## src/rtl/gugu_fetch_pkg.sv

```systemverilog
// Shared fetch-path types and helpers: default reset vector, address/epoch types,
// and the next-fetch-block computation.
package gugu_fetch_pkg;

  localparam int unsigned ADDR_W_DEFAULT  = 32;
  localparam int unsigned EPOCH_W_DEFAULT = 3;
  localparam logic [ADDR_W_DEFAULT-1:0] RESET_PC_DEFAULT = 32'hbfc0_0000;

  typedef logic [ADDR_W_DEFAULT-1:0]  addr_t;
  typedef logic [EPOCH_W_DEFAULT-1:0] epoch_t;

  // Align down to the fetch block and step one block; wraps mod 2^ADDR_W.
  function automatic addr_t next_block(input addr_t addr, input int unsigned fw);
    addr_t bb;
    bb = addr_t'(fw * 4);
    return (addr & ~(bb - addr_t'(1))) + bb;
  endfunction

endpackage

```

## src/rtl/fetch_pc_gen_if.sv

```systemverilog
// Fetch-PC generator bus: redirect inputs plus the I-cache request handshake.
interface fetch_pc_gen_if #(
  parameter int unsigned ADDR_W       = 32,
  parameter int unsigned FETCH_WIDTH  = 1,
  parameter int unsigned NUM_REDIRECT = 2,
  parameter int unsigned EPOCH_W      = 3
);

  logic [NUM_REDIRECT-1:0]        redirect_valid;
  logic [NUM_REDIRECT*ADDR_W-1:0] redirect_pc;
  logic                           req_valid;
  logic                           req_ready;
  logic [ADDR_W-1:0]              req_pc;
  logic [FETCH_WIDTH-1:0]         req_mask;
  logic [EPOCH_W-1:0]             req_epoch;

  modport master (
    input  redirect_valid, redirect_pc, req_ready,
    output req_valid, req_pc, req_mask, req_epoch
  );

  modport slave (
    output redirect_valid, redirect_pc, req_ready,
    input  req_valid, req_pc, req_mask, req_epoch
  );

endinterface

```

## src/rtl/redirect_arb.sv

```systemverilog
// Fixed-priority redirect arbiter: source 0 wins; purely combinational.
module redirect_arb #(
  parameter int unsigned NUM_REDIRECT = 2,
  parameter int unsigned ADDR_W       = 32
) (
  input  logic [NUM_REDIRECT-1:0]        redirect_valid,
  input  logic [NUM_REDIRECT*ADDR_W-1:0] redirect_pc,
  output logic                           any_redir,
  output logic [ADDR_W-1:0]              sel_pc
);

  logic [NUM_REDIRECT-1:0] grant;

  // Isolate the lowest set bit to get a one-hot grant, then AND-OR mux.
  always_comb begin
    grant     = redirect_valid & ~(redirect_valid - NUM_REDIRECT'(1));
    any_redir = |redirect_valid;
    sel_pc    = '0;
    for (int i = 0; i < int'(NUM_REDIRECT); i++) begin
      sel_pc = sel_pc | ({ADDR_W{grant[i]}} & redirect_pc[i*ADDR_W +: ADDR_W]);
    end
  end

endmodule

```

## src/rtl/fetch_pc_gen.sv

```systemverilog
// Fetch-PC generator: one block address per cycle, prioritised redirects,
// stall-time redirect buffering and epoch tagging of every request.
module fetch_pc_gen
  import gugu_fetch_pkg::*;
#(
  parameter int unsigned       ADDR_W       = 32,
  parameter logic [ADDR_W-1:0] RESET_PC     = ADDR_W'(RESET_PC_DEFAULT),
  parameter int unsigned       FETCH_WIDTH  = 1,
  parameter int unsigned       NUM_REDIRECT = 2,
  parameter int unsigned       EPOCH_W      = 3
) (
  input logic             clk,
  input logic             rst,
  fetch_pc_gen_if.master  bus
);

  localparam int unsigned BB    = FETCH_WIDTH * 4;
  localparam int unsigned OFF_W = (FETCH_WIDTH > 1) ? $clog2(FETCH_WIDTH) : 1;

  logic               any_redir;
  logic [ADDR_W-1:0]  sel_pc;
  logic [ADDR_W-1:0]  cur_pc;
  logic               pend_valid;
  logic [ADDR_W-1:0]  pend_pc;
  logic [EPOCH_W-1:0] epoch_q;

  logic [ADDR_W-1:0]      req_pc_c;
  logic [ADDR_W-1:0]      next_pc_c;
  logic [EPOCH_W-1:0]     req_epoch_c;
  logic [FETCH_WIDTH-1:0] mask_c;
  logic                   fire_c;

  redirect_arb #(
    .NUM_REDIRECT (NUM_REDIRECT),
    .ADDR_W       (ADDR_W)
  ) u_arb (
    .redirect_valid (bus.redirect_valid),
    .redirect_pc    (bus.redirect_pc),
    .any_redir      (any_redir),
    .sel_pc         (sel_pc)
  );

  // A live redirect beats a buffered one, which beats sequential fetch.
  always_comb begin
    req_pc_c = cur_pc;
    if (any_redir)       req_pc_c = sel_pc;
    else if (pend_valid) req_pc_c = pend_pc;
    req_epoch_c = any_redir ? epoch_q + EPOCH_W'(1) : epoch_q;
    fire_c      = !rst && bus.req_ready;
  end

  if (ADDR_W == ADDR_W_DEFAULT) begin : g_next_pkg
    assign next_pc_c = ADDR_W'(next_block(addr_t'(req_pc_c), FETCH_WIDTH));
  end else begin : g_next_generic
    assign next_pc_c = (req_pc_c & ~ADDR_W'(BB - 1)) + ADDR_W'(BB);
  end

  // Slots before the entry offset within the block are masked off.
  if (FETCH_WIDTH == 1) begin : g_mask_single
    assign mask_c = 1'b1;
  end else begin : g_mask_multi
    logic [OFF_W-1:0] off;
    assign off = req_pc_c[OFF_W+1:2];
    for (genvar k = 0; k < int'(FETCH_WIDTH); k++) begin : g_slot
      assign mask_c[k] = (OFF_W'(k) >= off);
    end
  end

  assign bus.req_valid = !rst;
  assign bus.req_pc    = req_pc_c;
  assign bus.req_mask  = mask_c;
  assign bus.req_epoch = req_epoch_c;

  always_ff @(posedge clk) begin
    if (rst) begin
      cur_pc     <= RESET_PC;
      pend_valid <= 1'b0;
      pend_pc    <= '0;
      epoch_q    <= '0;
    end else begin
      epoch_q <= req_epoch_c;
      if (fire_c) begin
        cur_pc     <= next_pc_c;
        pend_valid <= 1'b0;
      end else if (any_redir) begin
        pend_valid <= 1'b1;
        pend_pc    <= sel_pc;
      end
    end
  end

endmodule
```

## src/flat_wrapper.sv

```systemverilog
// flat-port wrapper written by rule: the top's interface ports become plain ports
module fetch_pc_gen_flat import gugu_fetch_pkg::*;
#(
  parameter int unsigned       ADDR_W       = 32,
  parameter logic [ADDR_W-1:0] RESET_PC     = ADDR_W'(RESET_PC_DEFAULT),
  parameter int unsigned       FETCH_WIDTH  = 1,
  parameter int unsigned       NUM_REDIRECT = 2,
  parameter int unsigned       EPOCH_W      = 3
)
  (clk, rst, bus_redirect_valid, bus_redirect_pc, bus_req_ready, bus_req_valid, bus_req_pc, bus_req_mask, bus_req_epoch);
  fetch_pc_gen_if #(.ADDR_W(ADDR_W), .FETCH_WIDTH(FETCH_WIDTH), .NUM_REDIRECT(NUM_REDIRECT), .EPOCH_W(EPOCH_W)) bus_i ();
  input logic clk;
  input logic rst;
  input wire logic [$bits(bus_i.redirect_valid)-1:0] bus_redirect_valid;
  input wire logic [$bits(bus_i.redirect_pc)-1:0] bus_redirect_pc;
  input wire logic [$bits(bus_i.req_ready)-1:0] bus_req_ready;
  output wire logic [$bits(bus_i.req_valid)-1:0] bus_req_valid;
  output wire logic [$bits(bus_i.req_pc)-1:0] bus_req_pc;
  output wire logic [$bits(bus_i.req_mask)-1:0] bus_req_mask;
  output wire logic [$bits(bus_i.req_epoch)-1:0] bus_req_epoch;
  assign bus_i.redirect_valid = bus_redirect_valid;
  assign bus_i.redirect_pc = bus_redirect_pc;
  assign bus_i.req_ready = bus_req_ready;
  assign bus_req_valid = bus_i.req_valid;
  assign bus_req_pc = bus_i.req_pc;
  assign bus_req_mask = bus_i.req_mask;
  assign bus_req_epoch = bus_i.req_epoch;
  fetch_pc_gen #(.ADDR_W(ADDR_W), .RESET_PC(RESET_PC), .FETCH_WIDTH(FETCH_WIDTH), .NUM_REDIRECT(NUM_REDIRECT), .EPOCH_W(EPOCH_W)) u_core (.clk(clk), .rst(rst), .bus(bus_i));
endmodule
```

## config.mk

```make
export PLATFORM = sky130hd
export DESIGN_NAME = fetch_pc_gen_flat
export DESIGN_NICKNAME = d
export VERILOG_FILES = /design/src/rtl/gugu_fetch_pkg.sv /design/src/rtl/fetch_pc_gen_if.sv /design/src/rtl/redirect_arb.sv /design/src/rtl/fetch_pc_gen.sv /design/src/flat_wrapper.sv
export SDC_FILE = /design/constraint.sdc
export NUM_CORES = 1
export LEC_CHECK = 0
export CAP_MARGIN = 0
export CORE_MARGIN = 2
export CORE_UTILIZATION = 35
export DETAILED_ROUTE_END_ITERATION = 10
export HOLD_SLACK_MARGIN = 0.03
export SETUP_SLACK_MARGIN = 0.2
export SLEW_MARGIN = 20
export SYNTH_ARGS = -nofsm -noshare
export SYNTH_HDL_FRONTEND = slang
export SYNTH_SLANG_ARGS = --single-unit
```

## constraint.sdc

```tcl
create_clock -name clk -period 4.9 [get_ports clk]
set_input_delay 0.735 -clock clk [delete_from_list [all_inputs] [get_ports clk]]
set_output_delay 0.735 -clock clk [all_outputs]
set_load 0.02 [all_outputs]
```

==> metrics.txt, run 1 <==
Clock Skew=roughly 0.0096 ns; ANT cells=0; Root Driver=clkbuf_16; drt initial violations=about 280; drt total wl=~14,000 µm; reg2reg end=u_core.cur_pc[20]; Worst Hold Class=register to register; drt wl/cell=between 15 and 20 µm; Synth-to-Final Area Change=31.1%; number of flops mapped to enable cells by yosys=0; Hold Buf Count CTS=0; multi-input logic area=about 0.0028 mm²; Remaining Overflow, GRT=0; vias in the first global route=between 4,000 and 5,000; final worst setup slack=~0.90 ns; CP Class=primary input to output pin; DRT Pass-1 Iters=5; Least-Margin Pin Slew=about 0.8 ns; CP max FO=16; die height=~120 µm; CTS buffer count=9; Power Density=~290 mW/mm²; Async SR Flop Fraction=0; YS warnings=0; die area=approximately 0.013 mm²; Synth Instances=520; antenna violations before repair=0; Layout fillers=between 1,000 and 1,500; cell family with most CP delay=buffers and inverters; Setup crit start kind=primary input; post-DP HPWL=between 9000 and 10,000 µm; post-synth top area share=0.300; RSZ-0062 raised after global routing=no; Hold WS=approximately 0.45 ns; Synth area leaders=dfxtp_1 30%, a211oi_1 5.5%, nand2_1 4.7%; Clock Path Buffers=2; top-count cell post-synth=dfxtp_1; ys flop type=dfxtp_1; VDD IR max=around 140 µV; CP max stage delay=approximately 0.76 ns; Tmin final=between 4 and 5 ns; Fmax=about 250 MHz; Slew Viols, Final=0; Total GRT Usage=0.208; Pleak=roughly 2.2 nW; Bufs and invs on worst path=5; layout cells sized above 1=0.119; post-synthesis sequential area ratio=0.300; number of synthesized register bits=66; Final GP Congestion=just under 0.8; Yosys top cell by area=dfxtp_1; worst r2r src=u_core.pend_valid; CP Data Arrival Time=between 3 and 4 ns; vias per cell=roughly 5.7; pin count of the biggest net entering global routing=60; IO Pins=about 110; CP Cell Sequence=clkdlybuf4s50_1 > buf_4 > nor2_2 > buf_4 > a221oi_2 > inv_1 > clkdlybuf4s50_1; drt drc=0; Hold EP=u_core.cur_pc[5]; Initial Util=0.362; TritonCTS clock tree=done; top cells by count, synth=66 x dfxtp_1, 55 x nand2_1, 49 x nor2_1, 39 x a21oi_1, 32 x a211oi_1; Rows=40; Slew headroom=0.456; Vias=4,391; r2r setup slk=between 2 and 2.5 ns; H-tree Lvls=3; Worst R2R Path Depth=8; Worst EP required=around 4.2 ns; Routed Antenna Nets=0; period utilization=0.817; post-synth net total=~590; status=complete, no violations; core region area=roughly 0.012 mm²; Setup-failing EPs final=0; flip-flop and latch area=~0.0013 mm²; Yosys cell types=71; # Post-CTS Setup Buffers=0; Port Buffers=approximately 100; syn avg cell area=8.47 µm²; slowest CP cell=clkdlybuf4s50_1; post-CTS sizing=0; die width=between 100 and 150 µm; Skew-Pair Late Insertion Delay=about 0.33 ns; synthesized cell area=around 0.0044 mm²; Worst Min Path Start=u_core.cur_pc[5]; Hold Path Depth=2; clk slew on worst S/H paths=around 0.06 ns; Fin. Hold Viols=0; Crit. End Element=output pin; # nets final=a little under 700; max-cap violations=0; setup TNS=0 ns; first-pass GRT wire length=approximately 22,000 µm; CTS sink cnt=66; Setup WS pre-CTS=0.865 ns
## state kept, by name (all words and copies together) (netlist names)
name	flops
u_core.epoch_q	3
u_core.cur_pc	30
u_core.pend_pc	32
u_core.pend_valid	1
## metal layers
layer  GRT usage  share of wire  vias to the layer above
li1            -              -                     2117
met5           0              0                        -
met4      0.0690          0.019                        0
met3      0.0519          0.070                       21
met2       0.330           0.45                      146
met1       0.277           0.46                     2107
## report_power, final
group | switching (W) | leakage [nW] | internal, W
Clock | 0.000244 | 0.151 | 0.000419
Combinational | 0.000235 | 1.52 | 0.000200
Sequential | 0.0000214 | 0.546 | 0.000580
## how the worst max path moves through the flow
stage / start / endpoint / slack, ns / depth (start not counted)
floorplan: bus_redirect_valid[1] / u_core.cur_pc[22] / 2.19 / 8
global placement: bus_redirect_valid[1] / bus_req_pc[26] / 0.92 / 7
detailed placement: bus_redirect_valid[1] / bus_req_pc[26] / 0.87 / 7
CTS: bus_redirect_valid[1] / bus_req_pc[26] / 0.86 / 7
global route: bus_redirect_valid[1] / bus_req_pc[26] / 0.74 / 7
finish: bus_redirect_valid[1] / bus_req_pc[26] / 0.90 / 7
## tightest hold or removal path: cells and delay by family (launching register included)
| kind | cells | cell delay [ns] |
|---|---|---|
| DFF | 1 | 0.31 |
| and+or+nand+nor | 1 | 0.05 |
| AOI/OAI and AO/OA | 1 | 0.05 |
## final cells by class
cell class | instances | share of cell area
repair buffers | 117 | 0.196
well taps | 168 | 0.0364
multi-input cells | 393 | 0.476
clock buffers | 11 | 0.0438
inverters | 15 | 0.00976
clock inverters | 5 | 0.00910
flip-flops and latches | 66 | 0.229
## through the flow
step,instances,area [µm²],total power (W),util
global placement,759,5470,0.00104,0.449
CTS,775,5770,0.00171,0.475
floorplan,520,4400,0.000878,-
global route,775,5770,0.00177,0.475
detailed placement,759,5470,0.00105,0.449
finish,775,5770,0.00170,0.475
## cell families (layout without fill, tap and decap cells)
logic type      count (synthesis)  in the layout  synth area share
compound gates                156            156             0.271
mux                            31             31            0.0761
other cells                     1              1          0.000851
xor+xnor                        8              8            0.0159
fa+ha+maj                       2              2           0.00568
buf+inv                        61            148            0.0778
flops                          66             66             0.300
simple gates                  195            195             0.252
## layout by cell type, fill, tap and decap left out, types with 4 or more instances in the layout
| cell type | instances |
|---|---|
| a221oi_2 | 4 |
| inv_1 | 11 |
| nor3_1 | 6 |
| buf_4 | 13 |
| and3_1 | 4 |
| o21ai_0 | 12 |
| clkbuf_16 | 9 |
| dfxtp_1 | 66 |
| nor4_1 | 4 |
| o21a_1 | 6 |
| nand4_2 | 4 |
| o221ai_1 | 5 |
| mux2_2 | 10 |
| nand2_1 | 55 |
| o22ai_1 | 4 |
| a221o_1 | 10 |
| nand4_1 | 5 |
| xnor2_1 | 7 |
| mux2i_1 | 11 |
| clkdlybuf4s50_1 | 102 |
| nand3_1 | 12 |
| nor2_1 | 47 |
| a211oi_1 | 32 |
| and2_1 | 6 |
| mux2_1 | 10 |
| a311o_1 | 6 |
| a21oi_1 | 39 |
| and3b_1 | 21 |
| and4_1 | 7 |
| nand3b_1 | 6 |
Power figures use the tool's default switching activity.
==> run 2, diff against run 1 <==
- clock period: 4.9 -> 3.6 ns (I/O delays scaled with it)
==> run 2 against run 1 <==
Net effect: setup slack got worse by 0.50 ns; critical path depth unchanged; worst hold slack better by 0.0036 ns; clock power up 43%; sequential cell count is the same; final area increased by 2.6%; critical path type unchanged; largest cell class unchanged.
==> metrics.txt, run 2 (synthesized netlist as in run 1, its figures left out) <==
TritonCTS clock tree=done; Clock Path Buffers=2 (unchanged); post-DP HPWL=9520 µm (+0.85%); Reg with most FFs=u_core.pend_pc; Largest register FFs=32 (unchanged); Hold Buf Count CTS=0 (unchanged); clk slew on worst S/H paths=0.05 ns (about the same); Remaining Overflow, GRT=0 (unchanged); Least-Margin Pin Slew=0.559 ns (-0.253 ns); ANT cells=0 (unchanged); Pleak=2.29 nW (+3.4%); Power Density=402 mW/mm² (+36%); Tot Pwr=0.00238 W (+40%); commonest cells after routing, fill and taps aside=102 x clkdlybuf4s50_1, 66 x dfxtp_1, 55 x nand2_1; status=complete, no violations; Routed Antenna Nets=0 (unchanged); VDD IR max=203 µV (+46%); CP max FO=20 (+4); layout cells sized above 1=0.133 (+0.0141); Total GRT Usage=0.204 (-0.00392); Tmin final=roughly 3.2 ns; max-cap violations=0 (unchanged); Vias=4,363 (-0.64%); Worst EP required=3.06 ns (-1.10 ns); setup TNS=0 ns (unchanged); Rows=40 (unchanged); drt initial violations=207 (-25%); Skew-Pair Late Insertion Delay=0.33 ns (about the same); die width=116 µm (unchanged); Clock Skew=0.00964 ns (+0.0000580 ns); drt drc=0 (unchanged); drt wl/cell=17.2 µm (-3.0%); Crit. End Element=output pin; die area=0.0135 mm² (unchanged); drt total wl=13,500 µm (-1.6%); period utilization=0.890; pin count of the biggest net entering global routing=63 (+5.0%); CTS buffer count=9 (unchanged); Root Driver=clkbuf_16; first-pass GRT wire length=21,700 µm (-1.4%); Slew headroom=0.627 (+0.170); # nets final=684 (+1.6%); antenna violations before repair=0 (unchanged); Slew Viols, Final=0 (unchanged); Initial Util=0.362 (unchanged); CTS sink cnt=66 (unchanged); Final GP Congestion=0.848 (+7.1%); core region area=0.0122 mm² (unchanged); CP Data Arrival Time=2.66 ns (-0.61 ns); Port Buffers=104 (unchanged); vias per cell=5.55 (-2.0%); Setup crit start kind=primary input; IO Pins=106 (unchanged); DRT Pass-1 Iters=4 (-1); die height=116 µm (unchanged); RSZ-0062 raised after global routing=no; registers with the most flip-flops=u_core.pend_pc x32, u_core.cur_pc x30, u_core.epoch_q x3; # Post-CTS Setup Buffers=0 (unchanged); Worst Hold Class=register to register; Synth-to-Final Area Change=34.4%; H-tree Lvls=3 (unchanged); vias in the first global route=4,276 (-0.33%); Setup-failing EPs final=0 (unchanged); CP Class=primary input to output pin; post-CTS sizing=0 (unchanged); Fin. Hold Viols=0 (unchanged); Fmax=312 MHz; leading cell type in the layout, fill and taps excluded=clkdlybuf4s50_1; fin util=0.487 (+0.0121)
[run 2: changes by cell type in the layout (fill, tap and decap cells not counted)]
cell	before	now
clkbuf_8	2	1
buf_12	0	4
clkinv_2	3	2
bufinv_16	1	2
clkbuf_1	0	1
buf_4	13	20
[run 2: final cells by class]
class	count	area (µm²)
timing repair buffer	128	1260
multi-input combinational	393	2750
fill	1148	6240
tap	168	210
sequential	66	1320
clock buffer	11	243
clock inverter	5	77.6
inverter	15	56.3
[run 2: per-layer routing]
metal,up-vias,track usage,share of wire
met5,-,0,0
met4,0,0.0667,0.021
met3,21,0.0436,0.058
met2,160,0.325,0.44
met1,2047,0.275,0.48
li1,2135,-,-
[run 2: worst paths after layout]
path | depth (start not counted) | endpoint | slack, ns | start
worst min register to register | 2 | u_core.cur_pc[5] | 0.45 | u_core.cur_pc[5]
worst max-delay path | 7 | bus_req_pc[15] | 0.40 | bus_redirect_valid[1]
worst max register to register | 9 | u_core.cur_pc[30] | 1.08 | u_core.pend_valid
worst min-delay path | 2 | u_core.cur_pc[5] | 0.45 | u_core.cur_pc[5]
[run 2: metrics by stage]
step | hold WS [ns] | cell area, µm² | cells | worst slack, ns
floorplan | 0.428 | 4400 | 520 | 1.09
global placement | 0.440 | 5600 | 770 | 0.430
detailed placement | 0.445 | 5600 | 770 | 0.370
CTS | 0.450 | 5920 | 786 | 0.400
global route | 0.468 | 5920 | 786 | 0.322
finish | 0.453 | 5920 | 786 | 0.397
[run 2: worst max-delay path, stage by stage]
cell             delay [ns]
clkdlybuf4s50_1        0.44
buf_4                  0.22
and3b_1                0.20
a21oi_1                0.26
a21boi_1               0.30
inv_1                  0.14
clkdlybuf4s50_1        0.56
[run 2: report_power, final]
part / switching, W / leakage [nW] / total (W) / internal (W)
Clock: 0.000326 / 0.156 / 0.000949 / 0.000623
Combinational: 0.000324 / 1.59 / 0.000611 / 0.000287
Sequential: 0.0000297 / 0.546 / 0.000820 / 0.000790
Total: 0.000680 / 2.29 / 0.00238 / 0.00170
==> run 3, diff against run 2 <==
- REMOVE_ABC_BUFFERS: default -> 1
==> run 3 against run 2 <==
Net effect: final cell count down 0.64%; clock power down 9.7%; largest cell class unchanged; final area down 1.4%; sequential cell count unchanged; critical endpoint is now bus_req_pc[16]; via count down 3.1%; sequential power up 0.5%.
==> metrics.txt, run 3 (synthesized netlist as in run 1, its figures left out) <==
status=complete, no violations; leading cell type in the layout, fill and taps excluded=clkdlybuf4s50_1; CTS sink cnt=66 (unchanged); core region area=0.0122 mm² (unchanged); Power Density=389 mW/mm² (-3.2%); Finished Layout Cells=781 (-0.64%); slowest CP cell=clkdlybuf4s50_1; layout cells sized above 1=0.126 (-0.00707); Total GRT Usage=0.194 (-0.00975); Port Buffers=104 (unchanged); Rows=40 (unchanged); Setup-failing EPs final=0 (unchanged); # Post-CTS Setup Buffers=0 (unchanged); Clock Skew=0.00549 ns (-0.00415 ns); Worst EP required=3.06 ns (about the same); Layout fillers=1,188 (+3.5%); CTS buffer count=9 (unchanged); Slew Viols, Final=0 (unchanged); Least-Margin Pin Slew=0.696 ns (+0.137 ns); vias in the first global route=4,184 (-2.2%); die width=116 µm (unchanged); VDD IR max=208 µV (+2.9%); RSZ-0062 raised after global routing=no; M3 GR Usage=0.0394 (-0.00415); GR Layer Usage met1=0.259 (-0.0167); CP Class=primary input to output pin; Largest register FFs=32 (unchanged); Setup crit start kind=primary input; Crit. End Element=output pin; Bufs and invs on worst path=4 (unchanged); Reg with most FFs=u_core.pend_pc; Initial Util=0.362 (unchanged); CP max stage delay=0.56 ns (about the same); drt wl/cell=16.4 µm (-4.7%); Fin. Hold Viols=0 (unchanged); Fmax=315 MHz (+0.87%); ANT cells=0 (unchanged); H-tree Lvls=3 (unchanged); Top Usage Layer GRT=met2; fin util=0.480 (-0.00669); cell family with most CP delay=buffers and inverters; IO Pins=106 (unchanged); Worst Hold Class=register to register; CP Cell Sequence=clkdlybuf4s50_1 > buf_4 > and3b_1 > a21oi_1 > a21boi_1 > inv_1 > clkdlybuf4s50_1; Hold Buf Count CTS=0 (unchanged); Clock Path Buffers=2 (unchanged); placed cell count=765 (-0.65%); commonest cells after routing, fill and taps aside=102 x clkdlybuf4s50_1, 65 x dfxtp_1, 55 x nand2_1; Skew-Pair Late Insertion Delay=0.33 ns (about the same); die area=0.0135 mm² (unchanged); multi-input logic area=0.00275 mm² (unchanged); Final GP Congestion=0.789 (-7.0%); Routed Antenna Nets=0 (unchanged); post-CTS sizing=0 (unchanged); setup TNS=0 ns (unchanged); # nets final=679 (-0.73%); drt initial violations=278 (+34%); Tmin final=3.18 ns (-0.0275 ns); CP most frequent cell=clkdlybuf4s50_1; Remaining Overflow, GRT=0 (unchanged); post-DP HPWL=8840 µm (-7.1%); CP max FO=15 (-25%); Slew headroom=0.536 (-0.0906); max-cap violations=0 (unchanged); antenna violations before repair=0 (unchanged); registers with the most flip-flops=u_core.pend_pc x32, u_core.cur_pc x30, u_core.epoch_q x3; drt drc=0 (unchanged); Root Driver=clkbuf_16; Synth-to-Final Area Change=32.6%; die height=116 µm (unchanged); flip-flop and latch area=0.00132 mm² (about the same); TritonCTS clock tree=done; Pleak=2.24 nW (-2.2%); clk slew on worst S/H paths=0.05 ns (about the same); met2 global-route usage=0.327 (+0.00195); first-pass GRT wire length=20,900 µm (-3.3%); DRT Pass-1 Iters=5 (+1); CP Data Arrival Time=2.64 ns (-0.02 ns); vias per cell=5.41 (-2.5%); drt total wl=12,800 µm (-5.3%); pin count of the biggest net entering global routing=64 (+1.6%); r2r setup slk=0.85 ns (-0.23 ns); Vias=4,229 (-3.1%); period utilization=0.882 (-0.00764)
## run 3: cell types whose count changed in the layout (fill, tap and decap cells not counted), sizes merged
cell,previous run,this run
buf,26,21
bufinv,2,1
clkinvlp,1,2
## run 3: power breakdown
group | internal [W] | switching (W) | leakage, nW
logic | 0.000280 | 0.000312 | 1.56
registers | 0.000790 | 0.0000333 | 0.547
clock network | 0.000534 | 0.000323 | 0.136
total | 0.00160 | 0.000669 | 2.24
## run 3: through the flow
stage | total power [W] | setup slack, ns | hold slack [ns] | cell area [µm²]
2_1_floorplan | 0.00115 | -0.0541 | 0.422 | 4120
3_3_place_gp | 0.00142 | 0.458 | 0.440 | 5550
3_5_place_dp | 0.00143 | 0.405 | 0.445 | 5550
4_1_cts | 0.00229 | 0.441 | 0.452 | 5840
5_1_grt | 0.00238 | 0.282 | 0.472 | 5840
6_report | 0.00227 | 0.424 | 0.451 | 5840
## run 3: worst register-to-register path: stages, from the launching register on
cell and delay [ns]:
dfxtp_2 0.56, buf_12 0.26, mux2_1 0.35, a221o_1 0.41
ha_1 0.27, nand4_2 0.14, nor3_2 0.05, buf_4 0.18
and4_1 0.21, o31ai_1 0.23
## run 3: cell type report
class                      count  area share
clock inverter                 5     0.00943
multi-input combinational    393       0.471
sequential                    66       0.227
inverter                      15     0.00964
timing repair buffer         123       0.207
tap                          168      0.0360
clock buffer                  11      0.0399
## run 3: final timing paths
kind,startpoint,end,depth (start not counted)
min reg2reg,u_core.cur_pc[9],u_core.cur_pc[9],2
min,u_core.cur_pc[9],u_core.cur_pc[9],2
max,bus_redirect_valid[1],bus_req_pc[16],7
max reg2reg,u_core.pend_valid,u_core.cur_pc[24],9
## run 3: routing by layer
layer  vias to the layer above  wire length [µm]
met5                         -                 0
met2                       123              6000
met1                      1965              6050
met3                        11               649
met4                         0               100
li1                       2130                 -
